==> config.mk <==
export PLATFORM = sky130hd
export DESIGN_NAME = uart_tx_serializer
export DESIGN_NICKNAME = d
export VERILOG_FILES = /design/src/rtl/uart_tx_serializer.sv
export SDC_FILE = /design/constraint.sdc
export NUM_CORES = 1
export LEC_CHECK = 0
export CAP_MARGIN = 5
export CORE_UTILIZATION = 35
export DETAILED_ROUTE_END_ITERATION = 8
export PLACE_DENSITY = 0.52
export SLEW_MARGIN = 10
export SYNTH_ARGS = -nofsm -noshare
export SYNTH_HDL_FRONTEND = slang
export SYNTH_SLANG_ARGS = --single-unit
export TNS_END_PERCENT = 30
==> constraint.sdc <==
create_clock -name clk_i -period 3.5 [get_ports clk_i]
set_input_delay 0.35 -clock clk_i [delete_from_list [all_inputs] [get_ports clk_i]]
set_output_delay 0.35 -clock clk_i [all_outputs]
set_load 0.02 [all_outputs]
==> src/rtl/uart_tx_serializer.sv <==
// uart_tx_serializer
//   UART transmit framer/serializer. Accepts one byte per valid/ready
//   handshake and sends: start bit, 5..8 LSB-first data bits, an optional
//   even/odd parity bit, then 1 or 2 stop bits. Every serial bit lasts
//   max(clk_div, 1) clock cycles. The frame configuration is captured at
//   accept, so changing the inputs mid-frame has no effect.
//
// Ports
//   clk_i          system clock (rising edge)
//   arst_ni        asynchronous active-low reset
//   clk_div_i      clocks per serial bit (0 behaves as 1)
//   data_size_i    data bits per frame: 00=5, 01=6, 10=7, 11=8
//   parity_en_i    1 inserts a parity bit after the data bits
//   parity_type_i  0 = even, 1 = odd
//   double_stop_i  0 = one stop bit, 1 = two stop bits
//   data_i         byte to send (bits above the data size are ignored)
//   data_valid_i   data_i is valid
//   data_ready_o   block can accept a byte (IDLE only)
//   tx_o           registered serial line, idle high
//   busy_o         a frame is in progress
module uart_tx_serializer #(
    parameter int DIV_WIDTH = 16
) (
    input  logic                 clk_i,
    input  logic                 arst_ni,
    input  logic [DIV_WIDTH-1:0] clk_div_i,
    input  logic [1:0]           data_size_i,
    input  logic                 parity_en_i,
    input  logic                 parity_type_i,
    input  logic                 double_stop_i,
    input  logic [7:0]           data_i,
    input  logic                 data_valid_i,
    output logic                 data_ready_o,
    output logic                 tx_o,
    output logic                 busy_o
);

    typedef enum logic [2:0] {
        S_IDLE,
        S_START,
        S_DATA,
        S_PARITY,
        S_STOP
    } state_t;

    state_t               state_q, state_d;
    logic [DIV_WIDTH-1:0] div_q;
    logic [DIV_WIDTH-1:0] bit_cnt_q, bit_cnt_d;
    logic [DIV_WIDTH-1:0] last_cnt;
    logic [1:0]           size_q;
    logic                 par_en_q;
    logic                 par_bit_q;
    logic                 dstop_q;
    logic [7:0]           shreg_q, shreg_d;
    logic [2:0]           data_cnt_q, data_cnt_d;
    logic [2:0]           last_data;
    logic                 stop_cnt_q, stop_cnt_d;
    logic                 tx_q, tx_d;
    logic                 accept;
    logic                 bit_end;

    // Zero the bits above the configured data size, matching the receive-side
    // checker so both ends agree on which bits the parity covers.
    function automatic logic [7:0] mask_data(input logic [7:0] d, input logic [1:0] size);
        logic [7:0] m;
        m    = d;
        m[5] = d[5] & (size != 2'b00);
        m[6] = d[6] & size[1];
        m[7] = d[7] & (size == 2'b11);
        return m;
    endfunction

    // Even parity is the XOR of the used bits; odd parity is its inverse.
    function automatic logic parity_of(input logic [7:0] d, input logic [1:0] size,
                                       input logic odd);
        return (^mask_data(d, size)) ^ odd;
    endfunction

    assign data_ready_o = (state_q == S_IDLE);
    assign busy_o       = (state_q != S_IDLE);
    assign tx_o         = tx_q;
    assign accept       = data_valid_i && (state_q == S_IDLE);

    // A divisor of 0 behaves like 1: every count is then the last one.
    assign last_cnt  = (div_q == '0) ? '0 : div_q - DIV_WIDTH'(1);
    assign bit_end   = (bit_cnt_q == last_cnt);
    assign last_data = 3'd4 + {1'b0, size_q};

    // tx_d is the line level for the state being entered, so the line is
    // registered yet changes on the same edge as the state.
    always_comb begin
        state_d    = state_q;
        bit_cnt_d  = bit_cnt_q;
        shreg_d    = shreg_q;
        data_cnt_d = data_cnt_q;
        stop_cnt_d = stop_cnt_q;
        tx_d       = tx_q;

        if (state_q != S_IDLE) begin
            bit_cnt_d = bit_end ? '0 : bit_cnt_q + DIV_WIDTH'(1);
        end

        case (state_q)
            S_IDLE: begin
                tx_d = 1'b1;
                if (accept) begin
                    state_d    = S_START;
                    tx_d       = 1'b0;
                    bit_cnt_d  = '0;
                    shreg_d    = data_i;
                    data_cnt_d = '0;
                    stop_cnt_d = 1'b0;
                end
            end
            S_START: begin
                if (bit_end) begin
                    state_d = S_DATA;
                    tx_d    = shreg_q[0];
                end
            end
            S_DATA: begin
                if (bit_end) begin
                    shreg_d = shreg_q >> 1;
                    if (data_cnt_q == last_data) begin
                        data_cnt_d = '0;
                        if (par_en_q) begin
                            state_d = S_PARITY;
                            tx_d    = par_bit_q;
                        end else begin
                            state_d = S_STOP;
                            tx_d    = 1'b1;
                        end
                    end else begin
                        data_cnt_d = data_cnt_q + 3'd1;
                        tx_d       = shreg_q[1];
                    end
                end
            end
            S_PARITY: begin
                if (bit_end) begin
                    state_d = S_STOP;
                    tx_d    = 1'b1;
                end
            end
            S_STOP: begin
                tx_d = 1'b1;
                if (bit_end) begin
                    if (stop_cnt_q == dstop_q) begin
                        state_d    = S_IDLE;
                        stop_cnt_d = 1'b0;
                    end else begin
                        stop_cnt_d = 1'b1;
                    end
                end
            end
            default: begin
                state_d = S_IDLE;
                tx_d    = 1'b1;
            end
        endcase
    end

    always_ff @(posedge clk_i or negedge arst_ni) begin
        if (!arst_ni) begin
            state_q    <= S_IDLE;
            tx_q       <= 1'b1;
            bit_cnt_q  <= '0;
            shreg_q    <= '0;
            data_cnt_q <= '0;
            stop_cnt_q <= 1'b0;
            div_q      <= '0;
            size_q     <= '0;
            par_en_q   <= 1'b0;
            par_bit_q  <= 1'b0;
            dstop_q    <= 1'b0;
        end else begin
            state_q    <= state_d;
            tx_q       <= tx_d;
            bit_cnt_q  <= bit_cnt_d;
            shreg_q    <= shreg_d;
            data_cnt_q <= data_cnt_d;
            stop_cnt_q <= stop_cnt_d;
            if (accept) begin
                div_q     <= clk_div_i;
                size_q    <= data_size_i;
                par_en_q  <= parity_en_i;
                par_bit_q <= parity_of(data_i, data_size_i, parity_type_i);
                dstop_q   <= double_stop_i;
            end
        end
    end

endmodule

==> impl.org <==
** Status
- The run finished with clean final reports.

** Synthesis
- Dividing the synthesized area by the synthesized cell count gives 8.81 sq um.
- After synthesis, the largest family of logic cells by area is simple AND/OR/NAND/NOR gates.
- Synthesized instance count :: 422
- Synthesis inferred 53 register bits.
- Post-synthesis net count :: 457
- Yosys printed 0 warnings.
- After Yosys synthesis, full adders, half adders and majority gates account for 1.01% of the synthesized area.
- Share of flip-flops with an asynchronous set or reset after synthesis :: 100%
- The share of the Yosys chip area taken by registers is 35.7%.
- Measured against the total synthesized area, the mux share comes to 6.26%.
- Summing the areas of all xor and xnor instances in the mapped netlist gives 8.85% of the synthesized area.
- Complex-gate fraction of the synthesized area :: 18.3%
- Simple-gate share of the synthesized area :: 24.8%
- For this run, the leading register cell type out of synthesis is sky130_fd_sc_hd__dfrtp_1.
- Summing every instance area after synthesis gives 3720 sq um.
- Post-synthesis cell type count :: 69
- In this run, synthesis inferred 0 flip-flops with an integrated enable.

** Clock network
- Sinks on Clock Net :: 53
- The tree is rooted in a sky130_fd_sc_hd__clkbuf_8.
- The clock reaches the later pin of the worst-skew pair after 0.32 ns.
- Total CTS buffers :: 5
- Register clock-pin slew on the reported worst setup and hold paths :: 0.10 ns
- Clock tree from TritonCTS :: yes
- H-tree level count :: 2
- No sink is reached through more buffers than the 2 on the longest clock path.
- After clock tree synthesis, the flow added hold-fix buffers numbering 0.

** Setup path
- Critical path data arrival time :: 3.63 ns
- Critical setup path kind :: reg -> reg
- Number of cells on the worst reg-to-reg path :: 10
- Following the worst setup path forward leads to its endpoint at state_q[2].
- Worst Setup End Kind :: flip-flop
- Beginning of the critical path :: div_q[2]
- Top fanout value on the critical path :: 7
- Crit path launch type :: flip-flop
- At the worst endpoint, the required time is 3.74 ns.
- In this run the register-to-register setup slack is 0.12 ns.
- In this run the critical register-to-register path is captured at state_q[2].
- In this run the critical register-to-register path is launched from div_q[2].

** Global route
- The via count of the first global-routing pass is 3375.
- Remaining global-route overflow :: 0
- The first global-routing pass estimated 17200 um of wire.
- Global routing used 19.5% of the available tracks.
- Maximum number of pins on one net before global-route repair :: 39
- Antenna violations before repair :: 0

** Die
- Area of the die :: 11000 sq um
- Pin placement for this block handled 35 I/O pins.
- Initial Util :: 36.0%
- From bottom edge to top edge, the die measures 105 um.
- Row count :: 37
- Core Box Area :: 10300 sq um
- Die X-Extent :: 105 um

** STA
- Transition time of the tightest slew-check pin :: 0.844 ns
- Final Hold Vio Count :: 0
- Final Setup Violations :: 0
- Timing would allow up to 0.296 GHz.
- The worst path uses 96.6% of the clock period.
- The number of pins with negative max-slew slack in the final report came to 0.
- Shortest period the worst path allows :: 3.38 ns
- Worst-case clock skew :: 0.00977 ns
- In this run the tightest slew margin relative to its limit is 43.8%.
- Summed over all failing endpoints, the final setup total negative slack is 0 ns.

** Route
- The first TritonRoute pass finished after 4 iterations.
- Routed length per instance :: 16.8 um
- DRC violations left :: 0
- In the routed layout, each cell is associated on average with a via count of 5.53.
- The detail route stage leaves a number of antenna-violating nets equal to 0.
- Total Routed Length :: 10200 um
- The detailed router finished its first iteration with 141 violations.
- Total vias in the final route :: 3354

** Finish
- Final-layout fill cell count :: 1031
- The multi-input combinational cells in the finished layout cover a total of 2270 sq um.
- Most frequent cells in the layout :: sky130_fd_sc_hd__dfrtp_1, sky130_fd_sc_hd__nand2_1, sky130_fd_sc_hd__clkdlybuf4s50_1, sky130_fd_sc_hd__buf_4, sky130_fd_sc_hd__xnor2_1
- Fraction of layout instances using a drive strength above 1 :: 20.4%
- The final layout contains 504 nets.
- Leaving out fill and tap cells, the most frequent cell in the layout is sky130_fd_sc_hd__dfrtp_1.
- The sequential cells in the finished layout cover a total of 1330 sq um.
- Antenna diode count :: 0
- Syn-to-layout area delta :: 22.9%

** Run
- Max-cap violations in this run came to 0.

** Power and ir drop
- Power spread over the standard cell area amounts to 573 nW/um^2.
- Lkg Pwr :: 1.75 nW
- IR Drop Worst-Case VDD :: 0.000273 V
- Final Power :: 0.00262 W

** Placed design
- Input and output buffers added on the ports amount to 34.
- Sum of net half-perimeters after detailed placement :: 7010 um
- At the end of routability-driven placement, the weighted congestion stood at 0.826.

** Min path
- Type of the worst min-delay path :: in -> async
critical path, cell delays in order (launching register included):
cell and delay (ns):
sky130_fd_sc_hd__dfrtp_1 0.40, sky130_fd_sc_hd__or4_4 0.55, sky130_fd_sc_hd__buf_4 0.18, sky130_fd_sc_hd__or4_1 0.52, sky130_fd_sc_hd__a221oi_2 0.23, sky130_fd_sc_hd__or3_1 0.19, sky130_fd_sc_hd__o2111ai_2 0.12, sky130_fd_sc_hd__or4_4 0.51
sky130_fd_sc_hd__buf_6 0.17, sky130_fd_sc_hd__nor4_2 0.26, sky130_fd_sc_hd__a2bb2oi_1 0.17
cell families (layout without fill, tap and decap cells):
family,count (synthesis),in the layout
AO/OA/AOI/OAI,94,94
XOR/XNOR,36,36
adder cells (fa/ha/maj),3,3
buffers and inverters,44,92
flip-flops,53,53
multiplexers,21,21
AND/OR/NAND/NOR,171,171
state kept, by name, indices dropped and copies added, names as in the netlist:
signal and count:
shreg_q 8, data_cnt_q 3, dstop_q 1, par_bit_q 1, size_q 2, state_q 3, stop_cnt_q 1, bit_cnt_q 16
div_q 16, par_en_q 1, tx_o 1
worst min path at each step:
| stage | start | end | slack [ns] |
|---|---|---|---|
| 2_1_floorplan | arst_ni | bit_cnt_q[0] | 0.05 |
| 3_5_place_dp | arst_ni | bit_cnt_q[3] | 0.51 |
| 4_1_cts | arst_ni | div_q[3] | 0.15 |
| 3_3_place_gp | arst_ni | div_q[3] | 0.50 |
| 5_1_grt | arst_ni | bit_cnt_q[3] | 0.19 |
| 6_report | arst_ni | bit_cnt_q[3] | 0.13 |
synth_stat cells, drive strengths merged (4+ instances only):
cell    number  area (sq um)
xor2         9          78.8
nor4         6          43.8
and3        12          75.1
nor2        25          96.4
dfrtp       52          1300
or3          5          36.3
nand4        4          25.0
nand2       41           156
mux2        18           203
a41oi        7          61.3
o211ai      12          95.1
a21oi        8          40.0
or2          6          37.5
nor2b        7          43.8
nand2b       9          56.3
a211oi      11          82.6
buf         10          60.1
clkbuf      21          80.1
inv         13          48.8
xnor2       26           228
nor3        15          75.1
nand3       22           115
o21ai       24           120
or4          7          60.1
per-layer routing:
layer  share of wire, %  wire length [um]  track usage, %  vias up
li1                   -                 -               -     1649
met1                 49              4950            26.8     1638
met2                 47              4760            31.5       54
met3                3.2               321            3.12       13
met4                1.5               152            6.04        0
met5                  0                 0               0        -
metrics by stage:
step                      hold WS (ns)  instances  util (%)  setup WS [ns]  area, sq um
after floorplan                 0.0544        422         -          0.118         3720
after global placement           0.499        591      42.0        -0.0107         4330
after detailed placement         0.506        591      42.0        -0.0267         4330
after CTS                        0.148        606      43.8         0.0152         4520
after global routing             0.191        606      44.3       -0.00251         4570
final                            0.127        606      44.3          0.118         4570
area by class of cell:
cell class,count,area share (%)
clock buffer,7,2.11
multi-input combinational,325,49.8
clock inverter,1,0.110
tap,136,3.72
timing repair buffer,71,14.1
sequential,53,29.1
inverter,13,1.07
power by group:
group	internal [W]	switching (W)
clock	0.000180	0.000213
combinational	0.000609	0.000583
sequential	0.000798	0.000234
total	0.00159	0.00103
repair_timing:
| item | CTS | global route |
|---|---|---|
| setup endpoints to repair | 10 | 32 |
| gates resized for setup | 8 | 12 |
| buffers inserted | 7 | 0 |
| pin swaps | 4 | 3 |
(Power assumes the default switching activity.)
==> edit 1, RTL diff (same settings) <==
The 5 states of `state_t` get a one-hot encoding in 5 bits.
--- a/src/rtl/uart_tx_serializer.sv
+++ b/src/rtl/uart_tx_serializer.sv
@@ -36,10 +36,10 @@
 );
 
-    typedef enum logic [2:0] {
-        S_IDLE,
-        S_START,
-        S_DATA,
-        S_PARITY,
-        S_STOP
+    typedef enum logic [4:0] {
+        S_IDLE   = 5'b00001,
+        S_START  = 5'b00010,
+        S_DATA   = 5'b00100,
+        S_PARITY = 5'b01000,
+        S_STOP   = 5'b10000
     } state_t;
 
Behaviour: no difference found for any inputs over 10 cycles, from zero or initial values and one cycle with arst_ni low; not proved beyond that.
==> edit 1 against the original RTL <==
Largest cell class unchanged. Power grew 15%. Final area shrank 7.7%. Largest power group unchanged. Worst setup slack gained 0.11 ns. Final cell count shrank 3.0%. Sequential cell count grew 2. Wire length shrank 14%. Area after synthesis shrank 3.6%. Combinational power grew 33%. Critical path type unchanged. Highest routed layer unchanged.
==> edit 1: results (changes against the original RTL) <==
global_route:
  grt_pass1_vias: 2792  # -17%
yosys:
  yosysSeqAreaShare_pct: 38.5  # +2.8 points
  syn_nets: 458  # +0.22%
  netlist_instances: 423  # +0.24%
  ys_types: 62  # -10%
  synth_common_cells: "nand2_1 (75), dfrtp_1 (53), nor2_1 (46)"
  synth_area_leaders: "dfrtp_1 (37%), nand2_1 (7.9%), xnor2_1 (5.4%), nor2_1 (4.8%), xor2_1 (3.9%)"
setup_path:
  r2r_cells: 12  # +2
  worstReg2RegEnd: "bit_cnt_q[4]$_DFF_PN0_"
  slowest_delay_ns: 0.68  # +0.13 ns
  slowest_stage: "or4b_2"
  cp_max_fo: 27  # +20
  rr_startpoint: "div_q[0]$_DFFE_PN0P_"
  reg2reg_slack_ns: 0.23  # +0.11 ns
  cp.arrival_ns: 3.47  # -0.16 ns
sta:
  slew_headroom_pct: 58.3  # +15 points
  fin_crit_ns: 3.27  # -0.113 ns
detailed_routing:
  wire_per_inst_um: 14.8  # -12%
  drtIter0Drc: 227  # +61%
  via_per_inst: 5.23  # -5.4%
  routed_wl_um: 8710  # -14%
power_and_ir_drop:
  combPwrFrac_pct: 52.6  # +7.0 points
  switching_share_pct: 44.1  # +4.7 points
  ir_drop_mv: 0.287  # +5.4%
  p_sw_uw: 1320  # +28%
status:
  run_status: "completed"
cells_and_area:
  finish.net_count: 489  # -3.0%
  layout-drive-gt1-share_pct: 10.3  # -10 points
placed_design:
  dp.cells: 580  # -1.9%
edit 1: area by class of cell:
cell class | instances | area [µm²]
clock buffer | 7 | 86.3
clock inverter | 1 | 5.00
fill | 1001 | 5650
inverter | 10 | 37.5
multi-input combinational | 330 | 2060
sequential | 55 | 1380
tap | 133 | 166
timing repair buffer | 52 | 483
edit 1: cell families (layout without fill, tap and decap cells):
logic type	count (synthesis)	in the layout	share of synthesized area [%]
flops	55	55	38.5
fa+ha+maj	3	3	1.05
buf+inv	38	70	4.78
simple gates	201	201	28.1
xor+xnor	38	38	9.28
compound gates	80	80	16.0
mux	8	8	2.27
edit 1: per-layer routing:
| metal | vias up | track usage [%] | part of all wire (%) |
|---|---|---|---|
| met5 | - | 0 | 0 |
| met4 | 0 | 3.90 | 0.98 |
| met3 | 6 | 2.89 | 3.2 |
| met2 | 62 | 26.2 | 44 |
| met1 | 1464 | 27.2 | 52 |
| li1 | 1546 | - | - |
==> edit 2, RTL diff (config.mk and constraints unchanged) <==
Made on the original files. The parameter `DIV_WIDTH` goes from 16 to 32.
--- a/src/rtl/uart_tx_serializer.sv
+++ b/src/rtl/uart_tx_serializer.sv
@@ -20,5 +20,5 @@
 //   busy_o         a frame is in progress
 module uart_tx_serializer #(
-    parameter int DIV_WIDTH = 16
+    parameter int DIV_WIDTH = 32
 ) (
     input  logic                 clk_i,
Ports: changed (resized clk_div_i); port bits go from 35 to 51. No check against the original RTL was run, so the function may have changed too.
==> edit 2 against the original RTL <==
Sequential share of layout area increased by 0.23 points. Area after synthesis increased by 53%. Wire length increased by 58%. Critical path depth increased by 3. Largest power group is now clock. Final cell count increased by 62%. Final area increased by 59%. Power decreased by 16%. Combinational power decreased by 92%. Worst setup slack got worse by 0.035 ns. Count of clock-buffer cells in the layout increased by 2. Clock skew decreased by 0.0037 ns. Die area increased by 52%. The flow now finishes with violations (negative hold slack). Core utilization increased by 1.5 points. Sequential cell count increased by 32.
==> edit 2: results (changes against the original RTL) <==
sta:
  hold_ws_ns: -0.0286  # -0.155 ns
  worstMarginPinSlew_ns: 0.729  # -0.114 ns
  fmax_ghz: 0.293  # -1.0%
  clock_skew_ns: 0.00609  # -0.00368 ns
  hold_violations: 36  # +36
yosys:
  syn_nets: 723  # +58%
  netlist_instances: 672  # +59%
  ys_types: 77  # +12%
  yosysSeqAreaShare_pct: 37.5  # +1.8 points
  synth_area_leaders: "dfrtp_1 (37%), nand2_1 (9.2%), xnor2_1 (6.3%), xor2_1 (5.6%), nor2_1 (4.5%)"
cts:
  ctsHtreeMaxLevel: 3  # +1
  numCtsBuffers: 9  # +4
  cts.clk_slew.worst_paths_ns: 0.07  # -0.03 ns
  clk_latency_ns: 0.35  # +0.03 ns
setup_path:
  cp_max_fo: 7  # unchanged
  reg2reg_slack_ns: 0.08  # -0.04 ns
  cp.arrival_ns: 3.65  # +0.02 ns
status:
  violations: "negative hold slack"
  run_status: "finished, violations left"
power_and_ir_drop:
  p_leak_uw: 0.00321  # +83%
  ir_drop_mv: 0.249  # -8.5%
cells_and_area:
  nFillCells: 1613  # +56%
  layout-drive-gt1-share_pct: 16.1  # -4.3 points
  final_cells: 981  # +62%
  top_regs: "bit_cnt_q x32, div_q x32, shreg_q x8"
  finish.net_count: 811  # +61%
placed_design:
  numPortBuffers: 50  # +47%
  dp.cells: 958  # +62%
  dp_hpwl_um: 12100  # +73%
  place_ws_ns: -0.319  # -0.293 ns
  globalplace.congestion: 0.936  # +13%
  place_area_mm2: 0.00671  # +55%
detailed_routing:
  vias: 5093  # +52%
  dr.pass1.iters: 4  # unchanged
  wire_per_inst_um: 16.4  # -2.6%
  drtIter0Drc: 280  # +99%
global_route:
  grt_pass1_vias: 4945  # +47%
  grt_use_met1_pct: 28.3  # +1.5 points
  met2_usage_pct: 32.4  # +0.94 points
  grt_start_max_net_pins: 86  # +120%
  grt_usage_pct: 20.4  # +0.86 points
  met3_usage_pct: 3.18  # +0.060 points
edit 2: cell count changes after synthesis, moves of 8 or more:
cell | unedited run | this run
dfrtp_1 | 52 | 84
xnor2_1 | 26 | 41
nand2_1 | 40 | 139
nor2_1 | 24 | 68
nand4_1 | 4 | 17
o211ai_1 | 11 | 0
mux2_2 | 18 | 2
a211oi_1 | 11 | 3
xor2_1 | 9 | 36
edit 2: cells by family after synthesis:
group,after synthesis,share of synthesized area [%]
simple gates,351,32.4
compound gates,95,11.8
flops,85,37.5
xor+xnor,78,12.3
buf+inv,53,4.12
mux,7,1.28
fa+ha+maj,3,0.661
edit 2: worst max-delay path, cell delays in order (launching register included):
cell	delay (ns)
dfrtp_1	0.40
buf_6	0.13
nor4_4	0.36
buf_4	0.19
and3_4	0.22
nand2_2	0.06
or4b_4	0.50
a221o_1	0.39
nor2_1	0.11
nand4b_1	0.11
and4bb_4	0.38
buf_6	0.12
o21ai_4	0.08
o221a_1	0.25
edit 2: per-layer routing:
metal  part of all wire [%]  vias to the layer above  routed length [µm]
met5                      0                        -                   0
met1                     47                     2473                7490
met2                     47                      102                7590
met3                    4.4                       16                 704
met4                    1.6                        0                 257
li1                       -                     2502                   -
edit 2: area by class of cell:
type	instances	area, µm²	area share, %
tap	216	270	3.72
multi-input combinational	534	3420	47.1
inverter	18	67.6	0.930
clock inverter	7	121	1.67
timing repair buffer	112	1030	14.2
sequential	85	2130	29.3
clock buffer	9	225	3.10
edit 2: repair_timing:
| item | CTS | global route |
|---|---|---|
| resized for setup | 6 | 19 |
| cloned | 0 | 1 |
| setup buffers | 1 | 4 |
| setup endpoints to repair | 47 | 48 |
| pin swaps | 1 | 18 |
edit 2: per-stage QoR:
step                      hold WS [ns]  TNS, ns
after floorplan                 0.0544        0
after global placement           0.481   -13.98
after detailed placement         0.500   -10.51
after CTS                        0.261        0
after global routing           0.00572  -0.0333
final                          -0.0286        0
edit 2: path summary, 6_finish.rpt:
kind | startpoint | cells after the start | endpoint
worst max-delay path | div_q[1]$_DFFE_PN0P_ | 13 | shreg_q[6]$_DFFE_PN0P_
worst min-delay path | arst_ni | 1 | bit_cnt_q[7]$_DFF_PN0_
worst max register to register | div_q[1]$_DFFE_PN0P_ | 13 | shreg_q[6]$_DFFE_PN0P_
worst min register to register | size_q[1]$_DFFE_PN0P_ | 2 | size_q[1]$_DFFE_PN0P_
max in group asynchronous | arst_ni | 2 | tx_o$_DFFE_PN1P_
min in group clk_i | size_q[1]$_DFFE_PN0P_ | 2 | size_q[1]$_DFFE_PN0P_
edit 2: report_power, final:
| group | leakage (µW) | switching, µW | internal, µW |
|---|---|---|---|
| combinational | 0.00195 | 37.7 | 62.4 |
| clock | 0.000170 | 419 | 703 |
| sequential | 0.00109 | 0 | 982 |
| total | 0.00321 | 457 | 1750 |
